<file path="src/rtl/banco_registros_sb.sv">
// banco_registros_sb: parameterised register file with two read ports,
// one write port, optional bypass, hardwired zero and a busy scoreboard.
module banco_registros_sb #(
  parameter  int N        = 32,
  parameter  int Bits     = 64,
  parameter  int ZERO_REG = 1,
  parameter  int BYPASS   = 1,
  localparam int AW       = $clog2(N)
) (
  input  logic            clk,
  input  logic            rst,
  input  logic [AW-1:0]   ptr_rd_1,
  input  logic [AW-1:0]   ptr_rd_2,
  output logic [Bits-1:0] data_rd_1,
  output logic [Bits-1:0] data_rd_2,
  output logic            busy_rd_1,
  output logic            busy_rd_2,
  input  logic [AW-1:0]   ptr_wr,
  input  logic [Bits-1:0] data_wr,
  input  logic            wr_en,
  input  logic            rsv_en,
  input  logic [AW-1:0]   ptr_rsv,
  output logic            rsv_ok,
  input  logic            flush,
  output logic [AW:0]     busy_cnt
);

  logic [Bits-1:0] regs [N];
  logic [N-1:0]    busy;
  logic [N-1:0]    busy_nxt;
  logic            wr_ok;
  logic            rsv_set;
  logic            inc;
  logic            dec;
  logic [AW:0]     cnt_nxt;

  assign wr_ok = wr_en & ~((ZERO_REG != 0) && (ptr_wr == '0));

  // a busy target is still grantable when its writeback lands this cycle
  assign rsv_ok = rst & rsv_en & ~flush &
                  (~busy[ptr_rsv] | (wr_en & (ptr_wr == ptr_rsv)));

  assign rsv_set = rsv_ok & ~((ZERO_REG != 0) && (ptr_rsv == '0));

  assign inc = rsv_set & ~busy[ptr_rsv];
  assign dec = wr_en & busy[ptr_wr] &
               ~(rsv_set & (ptr_rsv == ptr_wr));

  always_comb begin
    busy_nxt = busy;
    if (flush) begin
      busy_nxt = '0;
    end else begin
      if (wr_en)   busy_nxt[ptr_wr]  = 1'b0;
      if (rsv_set) busy_nxt[ptr_rsv] = 1'b1;
    end
  end

  always_comb begin
    cnt_nxt = busy_cnt + (AW+1)'(inc) - (AW+1)'(dec);
    if (flush) cnt_nxt = '0;
  end

  always_ff @(posedge clk) begin
    if (!rst) begin
      for (int i = 0; i < N; i++) regs[i] <= '0;
      busy     <= '0;
      busy_cnt <= '0;
    end else begin
      if (wr_ok) regs[ptr_wr] <= data_wr;
      busy     <= busy_nxt;
      busy_cnt <= cnt_nxt;
    end
  end

  always_comb begin
    data_rd_1 = regs[ptr_rd_1];
    busy_rd_1 = busy[ptr_rd_1];
    if ((BYPASS != 0) && wr_ok && (ptr_wr == ptr_rd_1)) begin
      data_rd_1 = data_wr;
      busy_rd_1 = rsv_set && (ptr_rsv == ptr_rd_1);
    end
  end

  always_comb begin
    data_rd_2 = regs[ptr_rd_2];
    busy_rd_2 = busy[ptr_rd_2];
    if ((BYPASS != 0) && wr_ok && (ptr_wr == ptr_rd_2)) begin
      data_rd_2 = data_wr;
      busy_rd_2 = rsv_set && (ptr_rsv == ptr_rd_2);
    end
  end

endmodule

</file>
<file path="config.mk">
export PLATFORM = sky130hd
export DESIGN_NAME = banco_registros_sb
export DESIGN_NICKNAME = d
export VERILOG_FILES = /design/src/rtl/banco_registros_sb.sv
export SDC_FILE = /design/constraint.sdc
export NUM_CORES = 2
export LEC_CHECK = 0
export ABC_AREA = 1
export CELL_PAD_IN_SITES_DETAIL_PLACEMENT = 1
export CELL_PAD_IN_SITES_GLOBAL_PLACEMENT = 2
export CORE_AREA = 10 10 542 544
export DETAILED_ROUTE_END_ITERATION = 8
export DIE_AREA = 0 0 552 554
export PLACE_DENSITY = 0.85
export SYNTH_ARGS = -nofsm -noshare
export SYNTH_HDL_FRONTEND = slang
export SYNTH_SLANG_ARGS = --single-unit
export TNS_END_PERCENT = 30
</file>
<file path="constraint.sdc">
create_clock -name clk -period 7.45 [get_ports clk]
set_input_delay 1.49 -clock clk [delete_from_list [all_inputs] [get_ports clk]]
set_output_delay 1.49 -clock clk [all_outputs]
set_load 0.03 [all_outputs]
</file>
=== Word-level counts from Yosys, hierarchy flattened ===
Memory sizes are Yosys's and may differ from the RTL's.
Cells that the tools add are included.

* Magnitude comparators: 6
* Multiply operators: 0
* Add/subtract/negate cells: 2
* Reduce and logical (&&, ||, !) cells: 10
* Eq/ne operators: 6
* Multiplexer cells: 26
* Shift-type cells: 0
* Bitwise logic cells: 20
* Divide/modulo/power cells: 0

{| class="wikitable"
|+ Operators by type and width
! kind !! count
|-
| $mux 64 || 3
|-
| $mux 32 || 3
|-
| $reduce_or 64->1 || 1
|-
| $and 32x32->32 || 1
|-
| $not 32->32 || 1
|-
| $or 32x32->32 || 1
|-
| $eq 5x5->1 || 6
|-
| $lt 5x6->1 const B || 4
|-
| $bmux 1 s5 || 4
|-
| $mux 1 || 13
|-
| $and 1x1->1 || 10
|-
| $demux 1 s5 || 2
|-
| $ge 5x1->1 const B || 2
|-
| $logic_not 5->1 || 2
|-
| $add 6x1->6 || 1
|-
| $logic_and 1x1->1 || 6
|-
| $not 1->1 || 6
|-
| $sub 6x1->6 || 1
|-
| $mux 5 || 1
|-
| $reduce_or 2->1 || 1
|-
| $or 1x1->1 || 1
|}

* Bits in latches: 0
* Word-level logic and storage cells: 73
* Memory bits (writable): 2048
* Output and inout bits: 137
* Memories kept: 1
* Bits in read-only memories: 0
* Register bits: 38

{| class="wikitable"
|+ Memory list
! name !! depth !! width !! rd ports !! clocked after memory_dff !! write ports !! line !! RTL
|-
| regs || 32 || 64 || 2 || 0 || 32 || 28 || <nowiki>logic [Bits-1:0] regs [N];</nowiki>
|}

=== Logic depth before layout (Yosys ltp) ===
* Depth in word-level cells: 10
* Depth in mapped cells: 25
* Mapped depth without buffers: 22

=== Worst setup path after synthesis ===
No wires, ideal clock.

* Path type: input port to flip-flop
* Start point: input rst
* End point: memory regs[23][0] (enable)
* Setup time: 690 ps
* Data required time: 6760 ps
* Path buffers: 4
* Arrival time: 4756 ps
* Stages: 8
* Slack: 2004 ps
* Path through: clkbuf_1 -> inv_1 -> nor2_4 -> buf_4 -> nand2_1 -> buf_2 -> buf_2 -> nand2_1

{| class="wikitable"
|+ RTL lines
! what !! line !! RTL
|-
| from (decl) || 11 || <nowiki>input logic rst,</nowiki>
|-
| to (decl) || 28 ||
|}

=== Final worst setup path ===
* Start point: input ptr_rd_2[1]
* End point: output data_rd_2[30]

* Word-level cells in the longest chain between the ends: 3
* Elaborated cells between the ends (all ways): 4

{| class="wikitable"
|+ RTL lines
! what !! line !! RTL
|-
| from (decl) || 13 || <nowiki>input logic [AW-1:0] ptr_rd_2,</nowiki>
|-
| branches (longest 2 deep; another with $mem_v2 32x64) || - ||
|-
| $mux 64 * || 88 || <nowiki>if ((BYPASS != 0) && wr_ok && (ptr_wr == ptr_rd_2)) begin</nowiki>
|-
| to (decl) || 15 || <nowiki>output logic [Bits-1:0] data_rd_2,</nowiki>
|}

Every way passes the cells marked *.

==> metrics.md <==
| Metric | Value |
|---|---|
| Seq/Total Area, Yosys | `55.2%` |
| Crit path time final | `6.70 ns` |
| Clock tree sinks | `2,086` |
| CTS tree | `built` |
| Worst VDD drop | `0.225 mV` |
| Leak pwr | `0.0463 µW` |
| Die X | `552 µm` |
| Max Slew Vio Count | `3` |
| CP Class | `in2out` |
| Most frequent cells in the layout | `4,132 x nor2_1, 2,055 x o21ai_0, 2,048 x edfxtp_1, 1,543 x nand2_1, 1,020 x o22ai_1` |
| Average routed wire per standard cell | `34.3 µm` |
| Top delay family on crit path | `compound AO/OA/AOI/OAI gates` |
| Die area | `306,000 µm²` |
| DR vias | `114,000` |
| Initial antenna violation count | `24` |
| Final #Nets | `13,100` |
| I/O pins | `226` |
| Post-synth top flop | `edfxtp_1` |
| Final hold violations | `0` |
| Hold slack | `0.549 ns` |
| Starting density of the core | `39.8%` |
| Port Buf Inserts | `225` |
| Share of the synthesized area in the top cell type | `54.6%` |
| Cells after DPL | `16,500` |
| Max Cap Viol | `1` |
| Final ANT Viol Nets | `0` |
| Final Cycle Share | `89.9%` |
| CTS Hold Bufs | `0` |
| FFs w/ async S/R, synth | `0%` |
| Worst path bufs/invs | `4` |
| Logic pwr share | `15.7%` |
| Router iterations before antenna repair | `6` |
| Data arrival, critical path | `5.21 ns` |
| Syn_area_per_cell | `8.36 µm²` |
| Yosys reg bits | `2,086` |
| Max Fclk | `0.149 GHz` |
| Clock Path Buffers | `4` |
| Clock root cell | `clkbuf_16` |
| Htree depth | `4` |
| Net Switching | `9050 µW` |
| Worst setup SP type | `input port` |
| Top cell type by total area after synthesis | `edfxtp_1` |
| Status | `complete, but fails checks` |
| Worst rel slew slack | `-5.37%` |
| Largest net degree at the start of global routing | `177` |
| Setup TNS | `0 ns` |
| GRT Util Overall | `35.9%` |
| Critical Path Most Common Cell | `o21ai_0` |
| Setup violations, final | `0` |
| RSZ-0062 raised after global routing | `no` |
| CTS buffer count | `239` |
| Clock Power Share | `39.4%` |
| Failing checks | `capacitance limit, slew limit` |
| Synth area leaders | `edfxtp_1 55%, nor2_1 14%, o21ai_0 9.1%, o22ai_1 5.7%, nand2_1 5.3%` |
| Layout cells sized above 1 | `6.65%` |
| Worst path required time | `5.96 ns` |
| Layout Cells excl Fill | `16,900` |
| Worst-skew pair later-pin latency | `0.89 ns` |
| Ys Warns | `0` |
| Worst-margin pin slew | `1.57 ns` |
| Post-synth EDFFs | `2,048` |
| Internal | `21,900 µW` |
| Die height | `554 µm` |
| Worst Path Max Fanout | `76` |
| Routed vias/inst | `6.71` |
| Layout Area Growth over Synthesis | `12.7%` |
| Setup ws final | `0.752 ns` |
| GR peak layer | `met2` |
| Sequential power share | `44.9%` |
| # resized after CTS | `0` |
| CP endpoint kind | `primary output` |
| Clock Skews | `0.0119 ns` |
| CORE AREA | `283,000 µm²` |
| CP max stage cell | `o21ai_0` |
| Postcts setup bufs | `0` |
| HPWL Detailed | `323,000 µm` |
| Final Wtd Congestion | `0.891` |
| Pre-CTS setup slack | `1.10 ns` |
| Slowest Stage Delay on Critical Path | `1.05 ns` |
| Grt ovf | `0` |
| Mapped Cells | `13,500` |
| Rows | `196` |
| PwrDens | `243 nW/µm²` |
| GRT met3 Usage | `8.20%` |
| Starting DRC count in detailed routing | `15,700` |
| First-pass GRT wire length | `817,000 µm` |
| Synthesized cell area | `113,000 µm²` |
| Critical path, cell by cell | `buf_8, inv_8, buf_4, o21ai_0, o22ai_1, o21ai_0, o21ai_0, nand3_1, nand2_1, buf_12` |
| Final wirelength | `580,000 µm` |
| Number of global-route vias before repair | `115,000` |
| Sw frac | `29.3%` |
| Min-Delay Path Class | `reg2reg` |
| Met2 usage | `55.3%` |
| Post-route DRC | `0` |
| Clock transition at path regs | `0.06 ns` |
| Unique masters post-synth | `39` |
| Commonest non-fill, non-tap cell in the layout | `nor2_1` |
| Met1 GRT Util | `44.8%` |
synthesized netlist by cell type, types with 11 or more instances:
cell	count
buf_2	447
o21ai_0	2055
nor3_1	15
buf_1	60
clkbuf_1	791
inv_2	11
a21oi_1	65
nand2_1	1603
o211ai_1	27
o22ai_1	1020
buf_4	51
a22oi_1	14
nand3_1	716
edfxtp_1	2048
nand4_1	35
o21ai_1	160
nor2_1	4133
dfxtp_1	38
inv_1	122
buf_6	14
through the flow:
step	instance area [µm²]	total power (µW)	util, %
4_1_cts	127000	30700	44.8
5_1_grt	127000	31600	44.8
3_3_place_gp	119000	18600	42.1
6_report	127000	30900	44.8
3_5_place_dp	119000	18800	42.1
2_1_floorplan	113000	16500	-
worst reg2reg max path, cell delays in order, from the launching register on:
cell and delay [ns]:
dfxtp_1 0.38, inv_1 0.20, o21ai_0 0.11, nand2_1 0.07, nand2_1 0.06, nand2_1 0.06, nand2_1 0.05, nor2_1 0.12
nand2_1 0.09, nand2_2 0.44, nand2_2 0.18, inv_1 0.20, nand4_1 0.11, ha_1 0.34, inv_1 0.06, ha_1 0.17
inv_1 0.07, fa_1 0.45, nor2_1 0.13, a211oi_1 0.06, o21ai_0 0.16, a21oi_1 0.06
layout make-up:
| type | count | area (µm²) |
|---|---|---|
| flip-flops and latches | 2086 | 62300 |
| fillers | 32700 | 156000 |
| diodes | 16 | 40.0 |
| well taps | 3762 | 4710 |
| clock inverters | 141 | 1490 |
| clock buffers | 288 | 6230 |
| inverters | 137 | 596 |
| repair buffers | 541 | 7030 |
| multi-input cells | 9956 | 44700 |
worst paths after layout:
| kind | start | end | slack (ns) | cells past startpoint |
|---|---|---|---|---|
| max | ptr_rd_2[1] | data_rd_2[30] | 0.75 | 10 |
| min | busy[0] | busy[0] | 0.55 | 2 |
| max reg2reg | busy[4] | busy_cnt[4] | 3.74 | 21 |
| min reg2reg | busy[0] | busy[0] | 0.55 | 2 |
metal layers:
metal	part of all wire, %	vias up
li1	-	45500
met1	36	57400
met2	44	8418
met3	12	2262
met4	7.9	12
met5	0.015	-
registers in the layout, summed over array words and instances (netlist names):
register	flops
busy	32
regs	2048
busy_cnt	6
logic make-up (layout without fill, tap and decap cells):
| family | Yosys count | after routing | synth area share, % |
|---|---|---|---|
| DFF | 2086 | 2086 | 55.2 |
| AOI/OAI and AO/OA | 3354 | 3354 | 16.2 |
| buffers and inverters | 1501 | 1107 | 5.76 |
| other | 1 | 80 | 0.00333 |
| and+or+nand+nor | 6515 | 6515 | 22.6 |
| adders and majority gates | 7 | 7 | 0.0843 |
| xor gates and xnor gates | 16 | 16 | 0.124 |
power by group through the flow:
stage	sequential (µW)	clock, µW	combinational (µW)
2_1_floorplan	14000	0	2480
3_3_place_gp	14000	0	4590
3_5_place_dp	14100	0	4700
4_1_cts	13800	12200	4720
5_1_grt	13900	12600	5050
6_report	13900	12200	4870
No activity file was read; power rests on OpenSTA's default activity.
